$ cat src/rtl/torrence_types.sv
// Shared types for the L2 path: memory operations, arbiter state encoding and
// requester identity, plus the arbitration pick used by the L2 arbiter.
package torrence_types;

  typedef enum logic [1:0] {
    LOAD       = 2'd0,
    STORE      = 2'd1,
    CLFLUSH    = 2'd2,
    MO_UNKNOWN = 2'd3
  } memory_operation_e;

  // Plain vector plus constants so illegal encodings (2'b11) stay representable.
  typedef logic [1:0] arb_state_e;
  localparam arb_state_e ST_IDLE     = 2'd0;
  localparam arb_state_e ST_GRANT_IC = 2'd1;
  localparam arb_state_e ST_GRANT_DC = 2'd2;

  typedef enum logic {
    REQ_IC = 1'b0,
    REQ_DC = 1'b1
  } requester_e;

  // On a tie the requester that was not granted last time wins.
  function automatic arb_state_e pick_grant(input logic ic_valid,
                                            input logic dc_valid,
                                            input requester_e last_grant);
    arb_state_e pick;
    pick = ST_IDLE;
    if (ic_valid && dc_valid) begin
      pick = (last_grant == REQ_IC) ? ST_GRANT_DC : ST_GRANT_IC;
    end else if (ic_valid) begin
      pick = ST_GRANT_IC;
    end else if (dc_valid) begin
      pick = ST_GRANT_DC;
    end
    return pick;
  endfunction

endpackage

$ cat src/rtl/l2_arbiter_if.sv
// Bundle of icache, dcache and L2 request/completion signals around the arbiter.
// The master modport is the arbiter's view; slave is the surrounding system.
import torrence_types::*;

interface l2_arbiter_if #(parameter int XLEN = 32);

  logic              ic_req_valid;
  memory_operation_e ic_req_type;
  logic [XLEN-1:0]   ic_req_address;
  logic              ic_req_fulfilled;

  logic              dc_req_valid;
  memory_operation_e dc_req_type;
  logic [XLEN-1:0]   dc_req_address;
  logic [XLEN-1:0]   dc_req_store_word;
  logic              dc_req_fulfilled;

  logic              l2_req_valid;
  memory_operation_e l2_req_type;
  logic [XLEN-1:0]   l2_req_address;
  logic [XLEN-1:0]   l2_req_store_word;
  logic              l2_req_fulfilled;

  logic              arb_error;

  modport master (
    input  ic_req_valid, ic_req_type, ic_req_address,
    output ic_req_fulfilled,
    input  dc_req_valid, dc_req_type, dc_req_address, dc_req_store_word,
    output dc_req_fulfilled,
    output l2_req_valid, l2_req_type, l2_req_address, l2_req_store_word,
    input  l2_req_fulfilled,
    output arb_error
  );

  modport slave (
    output ic_req_valid, ic_req_type, ic_req_address,
    input  ic_req_fulfilled,
    output dc_req_valid, dc_req_type, dc_req_address, dc_req_store_word,
    input  dc_req_fulfilled,
    input  l2_req_valid, l2_req_type, l2_req_address, l2_req_store_word,
    output l2_req_fulfilled,
    input  arb_error
  );

endinterface

$ cat src/rtl/l2_hold_watchdog.sv
// Counts how long a single grant has been held and raises a sticky error once
// the count reaches MAX_HOLD_CYCLES.
module l2_hold_watchdog #(
  parameter int MAX_HOLD_CYCLES = 64
) (
  input  logic clk,
  input  logic reset,
  input  logic grant_entry,
  input  logic granted,
  output logic arb_error
);

  localparam int CW = $clog2(MAX_HOLD_CYCLES + 1);
  localparam logic [CW-1:0] HOLD_MAX = CW'(MAX_HOLD_CYCLES);

  logic [CW-1:0] hold_count_reg;
  logic [CW-1:0] hold_count_next;
  logic          arb_error_reg;

  always_comb begin
    hold_count_next = hold_count_reg;
    if (grant_entry) begin
      hold_count_next = '0;
    end else if (granted && (hold_count_reg != HOLD_MAX)) begin
      hold_count_next = hold_count_reg + 1'b1;
    end
  end

  // Error is keyed off the next count so it rises on the same edge the count saturates.
  always_ff @(posedge clk or posedge reset) begin
    if (reset) begin
      hold_count_reg <= '0;
      arb_error_reg  <= 1'b0;
    end else begin
      hold_count_reg <= hold_count_next;
      if (hold_count_next == HOLD_MAX) begin
        arb_error_reg <= 1'b1;
      end
    end
  end

  assign arb_error = arb_error_reg;

endmodule

$ cat src/rtl/l2_arbiter.sv
// Two-requester L2 arbiter: icache and dcache share one L2 port. A grant is held
// for the whole block transfer and handed off directly when the owner releases.
module l2_arbiter
  import torrence_types::*;
#(
  parameter int XLEN            = 32,
  parameter int MAX_HOLD_CYCLES = 64
) (
  input logic         clk,
  input logic         reset,
  l2_arbiter_if.master bus
);

  localparam logic [XLEN-1:0] ZERO_WORD = '0;

  arb_state_e state_reg;
  arb_state_e state_next;
  requester_e last_grant_reg;
  logic       grant_entry;
  logic       granted;
  logic       arb_error;

  always_comb begin
    state_next = state_reg;
    case (state_reg)
      ST_IDLE:
        state_next = pick_grant(bus.ic_req_valid, bus.dc_req_valid, last_grant_reg);
      ST_GRANT_IC:
        if (!bus.ic_req_valid)
          state_next = pick_grant(1'b0, bus.dc_req_valid, last_grant_reg);
      ST_GRANT_DC:
        if (!bus.dc_req_valid)
          state_next = pick_grant(bus.ic_req_valid, 1'b0, last_grant_reg);
      default:
        state_next = 'x;
    endcase
  end

  // A handoff never re-enters the same grant, so any change into a grant state is an entry.
  assign grant_entry = ((state_next == ST_GRANT_IC) || (state_next == ST_GRANT_DC)) &&
                       (state_next != state_reg);
  assign granted     = (state_reg == ST_GRANT_IC) || (state_reg == ST_GRANT_DC);

  always_ff @(posedge clk or posedge reset) begin
    if (reset) begin
      state_reg      <= ST_IDLE;
      last_grant_reg <= REQ_IC;
    end else begin
      state_reg <= state_next;
      if (grant_entry) begin
        last_grant_reg <= (state_next == ST_GRANT_DC) ? REQ_DC : REQ_IC;
      end
    end
  end

  always_comb begin
    bus.l2_req_valid      = 1'b0;
    bus.l2_req_type       = LOAD;
    bus.l2_req_address    = ZERO_WORD;
    bus.l2_req_store_word = ZERO_WORD;
    bus.ic_req_fulfilled  = 1'b0;
    bus.dc_req_fulfilled  = 1'b0;
    case (state_reg)
      ST_IDLE: ;
      ST_GRANT_IC: begin
        bus.l2_req_valid     = bus.ic_req_valid;
        bus.l2_req_type      = bus.ic_req_type;
        bus.l2_req_address   = bus.ic_req_address;
        bus.ic_req_fulfilled = bus.l2_req_fulfilled;
      end
      ST_GRANT_DC: begin
        bus.l2_req_valid      = bus.dc_req_valid;
        bus.l2_req_type       = bus.dc_req_type;
        bus.l2_req_address    = bus.dc_req_address;
        bus.l2_req_store_word = bus.dc_req_store_word;
        bus.dc_req_fulfilled  = bus.l2_req_fulfilled;
      end
      default: begin
        bus.l2_req_valid      = 1'bx;
        bus.l2_req_type       = memory_operation_e'('x);
        bus.l2_req_address    = 'x;
        bus.l2_req_store_word = 'x;
        bus.ic_req_fulfilled  = 1'bx;
        bus.dc_req_fulfilled  = 1'bx;
      end
    endcase
  end

  l2_hold_watchdog #(
    .MAX_HOLD_CYCLES(MAX_HOLD_CYCLES)
  ) u_hold_watchdog (
    .clk        (clk),
    .reset      (reset),
    .grant_entry(grant_entry),
    .granted    (granted),
    .arb_error  (arb_error)
  );

  assign bus.arb_error = arb_error;

endmodule

$ cat src/flat_wrapper.sv
// flat-port wrapper written by rule: the top's interface ports become plain ports
module l2_arbiter_flat import torrence_types::*;
#(
  parameter int XLEN            = 32,
  parameter int MAX_HOLD_CYCLES = 64
)
  (clk, reset, bus_ic_req_valid, bus_ic_req_type, bus_ic_req_address, bus_ic_req_fulfilled, bus_dc_req_valid, bus_dc_req_type, bus_dc_req_address, bus_dc_req_store_word, bus_dc_req_fulfilled, bus_l2_req_valid, bus_l2_req_type, bus_l2_req_address, bus_l2_req_store_word, bus_l2_req_fulfilled, bus_arb_error);
  l2_arbiter_if #(.XLEN(XLEN)) bus_i ();
  input logic clk;
  input logic reset;
  input wire logic [$bits(bus_i.ic_req_valid)-1:0] bus_ic_req_valid;
  input wire logic [$bits(bus_i.ic_req_type)-1:0] bus_ic_req_type;
  input wire logic [$bits(bus_i.ic_req_address)-1:0] bus_ic_req_address;
  output wire logic [$bits(bus_i.ic_req_fulfilled)-1:0] bus_ic_req_fulfilled;
  input wire logic [$bits(bus_i.dc_req_valid)-1:0] bus_dc_req_valid;
  input wire logic [$bits(bus_i.dc_req_type)-1:0] bus_dc_req_type;
  input wire logic [$bits(bus_i.dc_req_address)-1:0] bus_dc_req_address;
  input wire logic [$bits(bus_i.dc_req_store_word)-1:0] bus_dc_req_store_word;
  output wire logic [$bits(bus_i.dc_req_fulfilled)-1:0] bus_dc_req_fulfilled;
  output wire logic [$bits(bus_i.l2_req_valid)-1:0] bus_l2_req_valid;
  output wire logic [$bits(bus_i.l2_req_type)-1:0] bus_l2_req_type;
  output wire logic [$bits(bus_i.l2_req_address)-1:0] bus_l2_req_address;
  output wire logic [$bits(bus_i.l2_req_store_word)-1:0] bus_l2_req_store_word;
  input wire logic [$bits(bus_i.l2_req_fulfilled)-1:0] bus_l2_req_fulfilled;
  output wire logic [$bits(bus_i.arb_error)-1:0] bus_arb_error;
  assign bus_i.ic_req_valid = bus_ic_req_valid;
  assign bus_i.ic_req_type = bus_ic_req_type;
  assign bus_i.ic_req_address = bus_ic_req_address;
  assign bus_ic_req_fulfilled = bus_i.ic_req_fulfilled;
  assign bus_i.dc_req_valid = bus_dc_req_valid;
  assign bus_i.dc_req_type = bus_dc_req_type;
  assign bus_i.dc_req_address = bus_dc_req_address;
  assign bus_i.dc_req_store_word = bus_dc_req_store_word;
  assign bus_dc_req_fulfilled = bus_i.dc_req_fulfilled;
  assign bus_l2_req_valid = bus_i.l2_req_valid;
  assign bus_l2_req_type = bus_i.l2_req_type;
  assign bus_l2_req_address = bus_i.l2_req_address;
  assign bus_l2_req_store_word = bus_i.l2_req_store_word;
  assign bus_i.l2_req_fulfilled = bus_l2_req_fulfilled;
  assign bus_arb_error = bus_i.arb_error;
  l2_arbiter #(.XLEN(XLEN), .MAX_HOLD_CYCLES(MAX_HOLD_CYCLES)) u_core (.clk(clk), .reset(reset), .bus(bus_i));
endmodule
$ cat config.mk
export PLATFORM = sky130hd
export DESIGN_NAME = l2_arbiter_flat
export DESIGN_NICKNAME = d
export VERILOG_FILES = /design/src/rtl/torrence_types.sv /design/src/rtl/l2_arbiter_if.sv /design/src/rtl/l2_hold_watchdog.sv /design/src/rtl/l2_arbiter.sv /design/src/flat_wrapper.sv
export SDC_FILE = /design/constraint.sdc
export NUM_CORES = 1
export LEC_CHECK = 0
export CORE_MARGIN = 2
export CORE_UTILIZATION = 28
export DETAILED_ROUTE_END_ITERATION = 10
export PLACE_DENSITY_LB_ADDON = 0.3
export SLEW_MARGIN = 0
export SYNTH_ARGS = -nofsm -noshare
export SYNTH_HDL_FRONTEND = slang
export SYNTH_SLANG_ARGS = --single-unit
$ cat constraint.sdc
create_clock -name clk -period 4.2 [get_ports clk]
set_input_delay 0.84 -clock clk [delete_from_list [all_inputs] [get_ports clk]]
set_output_delay 0.84 -clock clk [all_outputs]
set_load 0.005 [all_outputs]
==> results.sh <==
export IMPL_synthFlopType="dfrtp_1"
export IMPL_area_delta_synth_final_pct=132
export IMPL_cp_max_fo=32
export IMPL_layout_drive_gt1_share=0.0412
export IMPL_core_sq_um=4750
export IMPL_synthArstFlopShare=1.00
export IMPL_die_y_microns=74.5
export IMPL_path_buf_inv=3
export IMPL_cts_resized=0
export IMPL_rsz0062_at_grt="false"
export IMPL_numCtsBuffers=3
export IMPL_setup_violations_final=0
export IMPL_dp_hpwl_mm=5.26
export IMPL_synth_compound_area_share=0.315
export IMPL_final_hold_viol_count=0
export IMPL_ioPinCount=175
export IMPL_whs_path_depth=2
export IMPL_initial_core_util=0.293
export IMPL_vias_per_cell=4.77
export IMPL_place_congestion=0.879
export IMPL_mostFrequentLayoutCell="clkdlybuf4s50_1"
export IMPL_slew_headroom=0.704
export IMPL_final_cells=407
export IMPL_cap_violations=0
export IMPL_synth_fp_nets=285
export IMPL_synth_area_top_cells="a22o_1 20%, dfrtp_1 20%, and2_1 17%, ha_1 6.3%, clkbuf_1 3.5%"
export IMPL_post_cts_repair_setup_buffers=0
export IMPL_nets=453
export IMPL_dp_cells=403
export IMPL_die_w_microns=74.5
export IMPL_drt_met1_wl_mm=2.04
export IMPL_synth_fa_ha_area_frac=0.0629
export IMPL_tightest_slew_ns=0.439
export IMPL_num_vias=1940
export IMPL_synth_top_cell_area_share=0.201
export IMPL_num_rows=25
export IMPL_ctsLongestPathBuffers=2
export IMPL_power_leakage_uw=0.00129
export IMPL_crit_slowest_cell="clkdlybuf4s50_1"
export IMPL_cts_tree="yes"
export IMPL_grt_usage=0.217
export IMPL_slew_violations=0
export IMPL_synth_cell_types=32
export IMPL_clk_pin_slew_worst_paths_ns=0.05
export IMPL_skew_ns=0.000607
export IMPL_period_share=0.799
export IMPL_clock_fmax_mhz=298
export IMPL_die_area_sq_um=5550
export IMPL_grt_ovfl_total=0
export IMPL_crit_cells=6
export IMPL_yosysWarnings=0
export IMPL_critPathTopFamily="buffers and inverters"
export IMPL_synth_top_family_by_area="compound AO/OA/AOI/OAI gates"
export IMPL_syn_avg_cell_area_sq_um=8.04
export IMPL_syn_cell_area_sq_um=1390
export IMPL_drt_total_wl_mm=6.13
export IMPL_yosysSeqAreaShare=0.198
export IMPL_end_kind="output port"
export IMPL_route_met3_wl_microns=466
export IMPL_synth_simple_gate_area_share=0.289
export IMPL_synthMuxAreaShare=0.0288
export IMPL_ctsHoldBuffers=0
export IMPL_worstSkewPairLatency_ns=0.24
export IMPL_drtIter0Drc=44
export IMPL_cp_start_kind="register"
export IMPL_synth_edff_count=0
export IMPL_synthCells=173
export IMPL_yosysTopAreaCell="a22o_1"
export IMPL_grt_pass1_vias=1880
export IMPL_synth_xor_area_share=0.0441
export IMPL_status="finished, final reports clean"
export IMPL_cts_sinks=11
export IMPL_cp_arrival_ns=2.52
export IMPL_grt_pass1_wl_mm=9.11
export IMPL_met2_wirelength_mm=3.31
export IMPL_final_min_clock_period_ns=3.36
export IMPL_r2r_cells=10
export IMPL_ant_nets=0
export IMPL_criticalPathCategory="register to output port"
export IMPL_synth_seq_cells=11
export IMPL_largest_reg_flops=7
export IMPL_wire_per_inst_microns=15.1
export IMPL_max_stage_delay_ns=0.53
export IMPL_top_layer_used="met4"
export IMPL_grt_start_max_net_pins=41
export IMPL_worstPathCellList="inv_1 -> ha_1 -> and2_1 -> buf_4 -> a22o_1 -> clkdlybuf4s50_1"
export IMPL_first_pass_iters=5
export IMPL_drc=0
export IMPL_antenna_found_initial=0
export IMPL_cts_htree_levels=1
export IMPL_timing_setup_tns_ns=0
export IMPL_numPortBuffers=174
export IMPL_cts_root_buf="clkbuf_8"
export IMPL_power_density_nw_per_um2=462
export IMPL_ir_worst_vdd_mv=0.207
export IMPL_critPathRequiredTime_ns=3.36
export IMPL_power_uw=1490
export IMPL_n_antenna_cell=0
export IMPL_mostFrequentLayoutCells="174 x clkdlybuf4s50_1, 37 x and2_1, 32 x a22o_1"
export IMPL_holdCritPathClass="register to register"
## final timing paths
kind	from	endpoint	slack, ns
worst min-delay path	u_core.u_hold_watchdog.arb_error$_DFFE_PP0N_	u_core.u_hold_watchdog.arb_error$_DFFE_PP0N_	0.45
min in group asynchronous	reset	u_core.last_grant_reg$_DFFE_PP0P_	0.90
worst max-delay path	u_core.state_reg[0]$_DFF_PP0_	bus_l2_req_address[0]	0.84
worst max register to register	u_core.state_reg[0]$_DFF_PP0_	u_core.last_grant_reg$_DFFE_PP0P_	1.41
worst min register to register	u_core.u_hold_watchdog.arb_error$_DFFE_PP0N_	u_core.u_hold_watchdog.arb_error$_DFFE_PP0N_	0.45
max in group asynchronous	reset	u_core.u_hold_watchdog.hold_count_reg[3]$_DFF_PP0_	3.00
## cell families (layout without fill, tap and decap cells)
family / after synthesis / after routing
compound gates: 50 / 50
xor+xnor: 7 / 7
fa+ha+maj: 7 / 7
buf+inv: 23 / 190
flops: 11 / 11
mux: 3 / 3
simple gates: 72 / 72
## Yosys cell counts (3+ instances only)
library cell,number
a22oi_1,3
and2_1,37
nor2_1,12
o21ai_0,6
ha_1,7
a22o_1,32
xnor2_1,4
nand2_1,8
inv_1,9
nand4_1,3
clkbuf_1,13
nand3_1,3
xor2_1,3
dfrtp_1,11
## area by class of cell
| type | count | area, sq um |
|---|---|---|
| repair buffers | 177 | 1760 |
| fillers | 419 | 1520 |
| multi-input cells | 139 | 1030 |
| flip-flops and latches | 11 | 275 |
| well taps | 67 | 83.8 |
| clock buffers | 4 | 45.0 |
| inverters | 9 | 33.8 |
## layer usage
layer,GRT usage,vias to the layer above
met4,0.127,0
met2,0.415,98
met1,0.208,869
li1,-,949
met5,0,-
met3,0.0542,24
## per-stage QoR
stage                util  hold WS [ns]  setup WS, ns  area [sq um]
floorplan               -         0.456          1.70          1390
global placement    0.670         0.447          1.01          3190
detailed placement  0.670         0.442         0.968          3190
CTS                 0.679         0.457         0.845          3230
global route        0.679         0.470         0.678          3230
finish              0.679         0.451         0.843          3230
## power breakdown
part	internal (uW)	total [uW]	switching [uW]	leakage (uW)
combinational	709	1210	505	0.00113
clock	66.6	106	39.3	0.0000228
sequential	134	171	36.6	0.000142
## worst register-to-register path, stage by stage (launching register included)
cell	delay (ns)
dfrtp_1	0.45
inv_1	0.12
ha_1	0.16
buf_4	0.29
and2_1	0.18
o21ai_0	0.06
and2_1	0.15
o21ai_0	0.31
ha_1	0.33
a31oi_4	0.31
mux2_4	0.33
Power figures use the tool's default switching activity.
